### src/rtl/oscilo_pkg.sv
// Shared types and constants for the oscilloscope capture/readout blocks.
package oscilo_pkg;

    typedef enum logic [2:0] {
        ST_IDLE,
        ST_HEADER,
        ST_FETCH,
        ST_SEND_WAIT,
        ST_CHECKSUM,
        ST_FINISH,
        ST_DONE
    } reader_state_t;

    localparam logic [7:0] FRAME_HEADER = 8'hA5;

endpackage

### src/rtl/uart_tx.sv
// 8N1 UART transmitter, LSB first; start bit drives txd two cycles after tx_start.
// tx_start is only accepted while tx_busy is low; tx_busy drops as the stop bit ends.
module uart_tx #(
    parameter int CLK_HZ = 50_000_000,
    parameter int BAUD   = 115200
) (
    input  logic       clk_50mhz,
    input  logic       reset,
    input  logic       tx_start,
    input  logic [7:0] tx_data,
    output logic       tx_busy,
    output logic       txd
);

    localparam int DIV = CLK_HZ / BAUD;
    localparam int CW  = (DIV > 1) ? $clog2(DIV) : 1;
    localparam logic [CW-1:0] DIV_LAST = CW'(DIV - 1);

    logic [9:0]    shift;
    logic [CW-1:0] div_cnt;
    logic [3:0]    bit_cnt;
    logic          loading;

    // The accept cycle only captures the byte; the start bit goes out on the following edge.
    always_ff @(posedge clk_50mhz or posedge reset) begin
        if (reset) begin
            txd     <= 1'b1;
            tx_busy <= 1'b0;
            loading <= 1'b0;
            shift   <= '1;
            div_cnt <= '0;
            bit_cnt <= '0;
        end else if (!tx_busy) begin
            if (tx_start) begin
                shift   <= {1'b1, tx_data, 1'b0};
                tx_busy <= 1'b1;
                loading <= 1'b1;
            end
        end else if (loading) begin
            txd     <= shift[0];
            shift   <= {1'b1, shift[9:1]};
            loading <= 1'b0;
            div_cnt <= '0;
            bit_cnt <= '0;
        end else if (div_cnt == DIV_LAST) begin
            div_cnt <= '0;
            if (bit_cnt == 4'd9) begin
                tx_busy <= 1'b0;
                txd     <= 1'b1;
            end else begin
                bit_cnt <= bit_cnt + 4'd1;
                txd     <= shift[0];
                shift   <= {1'b1, shift[9:1]};
            end
        end else begin
            div_cnt <= div_cnt + 1'b1;
        end
    end

endmodule

### src/rtl/sample_reader.sv
// Streams sample memory as one UART frame: 0xA5, every sample, then the mod-256 sample sum.
// First start bit two cycles after busy rises; each byte waits for the transmitter to go idle.
module sample_reader
    import oscilo_pkg::*;
#(
    parameter int CLK_HZ     = 50_000_000,
    parameter int BAUD       = 115200,
    parameter int ADDR_WIDTH = 8
) (
    input  logic                  clk_50mhz,
    input  logic                  reset,
    input  logic                  activate,
    output logic                  done,
    output logic                  busy,
    output logic [ADDR_WIDTH-1:0] mem_addr,
    output logic                  mem_oe,
    input  logic [7:0]            mem_data,
    output logic                  txd
);

    reader_state_t         state, state_nxt;
    reader_state_t         ret_state, ret_nxt;
    logic [ADDR_WIDTH-1:0] addr;
    logic [7:0]            checksum;
    logic                  tx_start;
    logic                  tx_busy;
    logic [7:0]            tx_data;

    always_ff @(posedge clk_50mhz or posedge reset) begin
        if (reset) begin
            state     <= ST_IDLE;
            ret_state <= ST_IDLE;
        end else begin
            state     <= state_nxt;
            ret_state <= ret_nxt;
        end
    end

    always_ff @(posedge clk_50mhz or posedge reset) begin
        if (reset) begin
            addr     <= '0;
            checksum <= '0;
        end else if (state == ST_IDLE && activate) begin
            addr     <= '0;
            checksum <= '0;
        end else if (state == ST_FETCH) begin
            addr     <= addr + 1'b1;
            checksum <= checksum + mem_data;
        end
    end

    // Every byte (header, sample, checksum) leaves from a state entered straight after an idle TX,
    // so all inter-byte gaps come out identical.
    always_comb begin
        state_nxt = state;
        ret_nxt   = ret_state;
        tx_start  = 1'b0;
        tx_data   = mem_data;
        mem_oe    = 1'b0;
        done      = 1'b0;
        busy      = 1'b1;
        case (state)
            ST_IDLE: begin
                busy = 1'b0;
                if (activate) state_nxt = ST_HEADER;
            end
            ST_HEADER: begin
                tx_start  = 1'b1;
                tx_data   = FRAME_HEADER;
                ret_nxt   = ST_FETCH;
                state_nxt = ST_SEND_WAIT;
            end
            ST_FETCH: begin
                mem_oe    = 1'b1;
                tx_start  = 1'b1;
                ret_nxt   = (addr == '1) ? ST_CHECKSUM : ST_FETCH;
                state_nxt = ST_SEND_WAIT;
            end
            ST_SEND_WAIT: begin
                if (!tx_busy) state_nxt = ret_state;
            end
            ST_CHECKSUM: begin
                tx_start  = 1'b1;
                tx_data   = checksum;
                ret_nxt   = ST_FINISH;
                state_nxt = ST_SEND_WAIT;
            end
            ST_FINISH: begin
                if (!tx_busy) state_nxt = ST_DONE;
            end
            ST_DONE: begin
                busy = 1'b0;
                done = 1'b1;
                if (!activate) state_nxt = ST_IDLE;
            end
            default: state_nxt = ST_IDLE;
        endcase
    end

    assign mem_addr = addr;

    uart_tx #(
        .CLK_HZ (CLK_HZ),
        .BAUD   (BAUD)
    ) u_uart_tx (
        .clk_50mhz (clk_50mhz),
        .reset     (reset),
        .tx_start  (tx_start),
        .tx_data   (tx_data),
        .tx_busy   (tx_busy),
        .txd       (txd)
    );

endmodule

### config.mk
export PLATFORM = sky130hd
export DESIGN_NAME = sample_reader
export DESIGN_NICKNAME = d
export VERILOG_FILES = /design/src/rtl/oscilo_pkg.sv /design/src/rtl/uart_tx.sv /design/src/rtl/sample_reader.sv
export SDC_FILE = /design/constraint.sdc
export NUM_CORES = 1
export LEC_CHECK = 0
export CAP_MARGIN = 20
export CORE_MARGIN = 8
export CORE_UTILIZATION = 50
export DETAILED_ROUTE_END_ITERATION = 7
export PLACE_DENSITY = 0.67
export SLEW_MARGIN = 40
export SYNTH_ARGS = -nofsm -noshare
export SYNTH_HDL_FRONTEND = slang
export SYNTH_SLANG_ARGS = --single-unit
### constraint.sdc
create_clock -name clk_50mhz -period 3.2 [get_ports clk_50mhz]
set_input_delay 0.64 -clock clk_50mhz [delete_from_list [all_inputs] [get_ports clk_50mhz]]
set_output_delay 0.64 -clock clk_50mhz [all_outputs]
set_load 0.1 [all_outputs]
==> results.cfg <==
[clocking]
cts_hold_buffers = 0
numCtsBuffers = 5
clk_latency_ns = 0.30
clockBufferDepth = 2
path_clk_slew_ns = 0.09
post-cts-setup-buffer-count = 0
h-tree-depth = 2
cts.sinks = 47
cts_resized = 0
cts_tree = yes
cts_root_buf = clkbuf_8

[routing]
dr.pass1.iters = 4
avgRoutedWirePerCell_um = 14.7
drt-initial-drc-count = 93
ant_nets = 0
drc = 0
route.vias.total = 2235
drt_wl_total_mm = 5.82
viasPerCell = 5.66

[cells_and_area]
area_growth_syn_to_layout_pct = 12.9
final_common_cell = dfrtp_1
fin_area_mm2 = 0.00315
drive_gt1_share_pct = 14.6
n_antenna_cell = 0
final_nets = 346
nFillCells = 473
most-common-layout-cells = 37 x dfrtp_1, 36 x nand2_1, 28 x nor2_1

[timing]
setup_viol = 0
relSlewSlack_pct = 58.6
period_share_pct = 78.8
timing.final.hold_violations = 0
fmax_mhz = 397
min_period_ns = 2.52
tns_ns = 0
rsz0062_at_grt = false
skew_ns = 0.00809
tightest_slew_ns = 0.621
maxSlewViolCount = 0

[global_route]
grt-ovfl-total = 0
antenna_found_initial = 0
grt_max_degree = 26
grt_first_pass_wirelength_mm = 10.3
gr-usage-all-layers_pct = 15.1
grt_pass1_vias = 2178

[setup_path]
rrSetupSlack_ns = 1.00
r2r-end = u_uart_tx.shift[5]
r2r_start = state[2]
critPathLaunchType = register
cp-startpoint = state[2]
path_cells = nand2b_1 > nand3_1 > buf_4
r2r_cells = 4
cp.required_ns = 2.56
critPathArrivalTime_ns = 1.88
slowest_stage = dfrtp_1
crit_path_end_kind = output port
path_buf_inv = 1
cp_max_fo = 21
crit_type = reg2out
path_delay_family = flip-flops
cpPeakStageDelay_ns = 0.75

[yosys]
synth_top_area_share_pct = 33.2
synth_edf_count = 0
synthCells = 303
yosysSeqAreaShare_pct = 42.6
synth_seq_cells = 47
synth_area_mm2 = 0.00279
yosys.area.top_type = dfrtp_1
yosys_warnings = 0
post_synth_main_area_contributors = dfrtp_1 33%, dfstp_2 9.4%, ha_1 5.4%
ys.flop_type = dfrtp_1
synth_nets = 327
synth_cell_types = 60
syn_area_per_cell_um2 = 9.22
synth-async-reset-ratio_pct = 100

[hold_path]
hold_depth = 2
min_path_type = reg2reg
hp-start = u_uart_tx.txd
min_to = u_uart_tx.txd

[die]
io-pin-count = 23
die_w_um = 90.7
start_util_pct = 51.3
row_count = 27
die_area_mm2 = 0.00823
core_mm2 = 0.00544
fp.dieH_um = 90.7

[power_and_ir_drop]
cellPowerDensity_mw_per_mm2 = 952
power.leakage_nw = 1.40
peakVddDrop_uv = 779

[run]
timing.max_cap.violations = 0

[place]
portBuffers = 22
dp_hpwl_mm = 4.31
place_area_mm2 = 0.00306
gp_congestion = 0.883

[outcome]
outcome = finished clean
## metal layers
layer / share of wire [%] / track usage [%] / vias up
li1: - / - / 1126
met1: 49 / 19.6 / 1065
met2: 47 / 23.8 / 39
met3: 3.5 / 3.41 / 5
met4: 1.3 / 5.41 / 0
met5: 0 / 0 / -
## layout make-up
| type | count | area, µm² | area share [%] |
|---|---|---|---|
| Timing Repair Buffer | 27 | 240 | 7.62 |
| Clock inverter | 1 | 8.76 | 0.278 |
| Clock buffer | 7 | 86.3 | 2.74 |
| Inverter | 15 | 61.3 | 1.94 |
| Sequential cell | 47 | 1190 | 37.7 |
| Multi-Input combinational cell | 226 | 1480 | 46.9 |
| Tap cell | 72 | 90.1 | 2.86 |
## worst max-delay path by stage
stage | endpoint | cells after the start
3_3_place_gp | checksum[6] | 9
6_report | busy | 3
5_1_grt | busy | 4
3_5_place_dp | checksum[6] | 9
4_1_cts | busy | 3
2_1_floorplan | done | 3
## power by group
group	leakage, nW	switching (mW)	internal [mW]
Combinational	0.791	0.958	0.515
Clock	0.0484	0.204	0.177
Sequential	0.559	0.281	0.866
Total	1.40	1.44	1.56
## cells by family (layout without fill, tap and decap cells)
| kind of cell | count (synthesis) | in the layout | share of synthesized area [%] |
|---|---|---|---|
| compound gates | 80 | 80 | 19.0 |
| xor+xnor | 13 | 13 | 4.08 |
| buf+inv | 30 | 50 | 4.48 |
| simple gates | 112 | 112 | 20.6 |
| mux | 8 | 8 | 3.14 |
| flops | 47 | 47 | 42.6 |
| fa+ha+maj | 13 | 13 | 6.09 |
## synth_stat cells, drive strengths merged (8+ instances only)
| master | count |
|---|---|
| xor2 | 8 |
| nand3 | 8 |
| ha | 12 |
| nand2 | 36 |
| inv | 12 |
| nor2 | 28 |
| dfrtp | 37 |
| clkbuf | 11 |
| a21oi | 13 |
| dfstp | 10 |
| o21ai | 23 |
## registers in the layout, summed over array words and instances, names as in the netlist, 3 cells and up
| signal | flops |
|---|---|
| u_uart_tx.bit_cnt | 4 |
| u_uart_tx.shift | 9 |
| ret_state | 3 |
| u_uart_tx.div_cnt | 9 |
| mem_addr | 8 |
| checksum | 8 |
| state | 3 |
## worst min-delay path: cells and delay by family (launching register included)
kind / cells / cell delay [ns]
flip-flops: 1 / 0.38
AND/OR/NAND/NOR: 2 / 0.10
## metrics by stage
step / setup slack [ns] / total power, mW / utilization, % / hold slack, ns / std cells
4_1_cts: 0.714 / 3.02 / 58.0 / 0.476 / 395
3_3_place_gp: 0.547 / 2.60 / 56.2 / 0.442 / 387
5_1_grt: 0.551 / 3.23 / 58.0 / 0.505 / 395
6_report: 0.678 / 3.00 / 58.0 / 0.470 / 395
3_5_place_dp: 0.490 / 2.63 / 56.2 / 0.464 / 387
2_1_floorplan: 0.962 / 2.29 / - / 0.438 / 303
No activity file was read; power rests on OpenSTA's default activity.
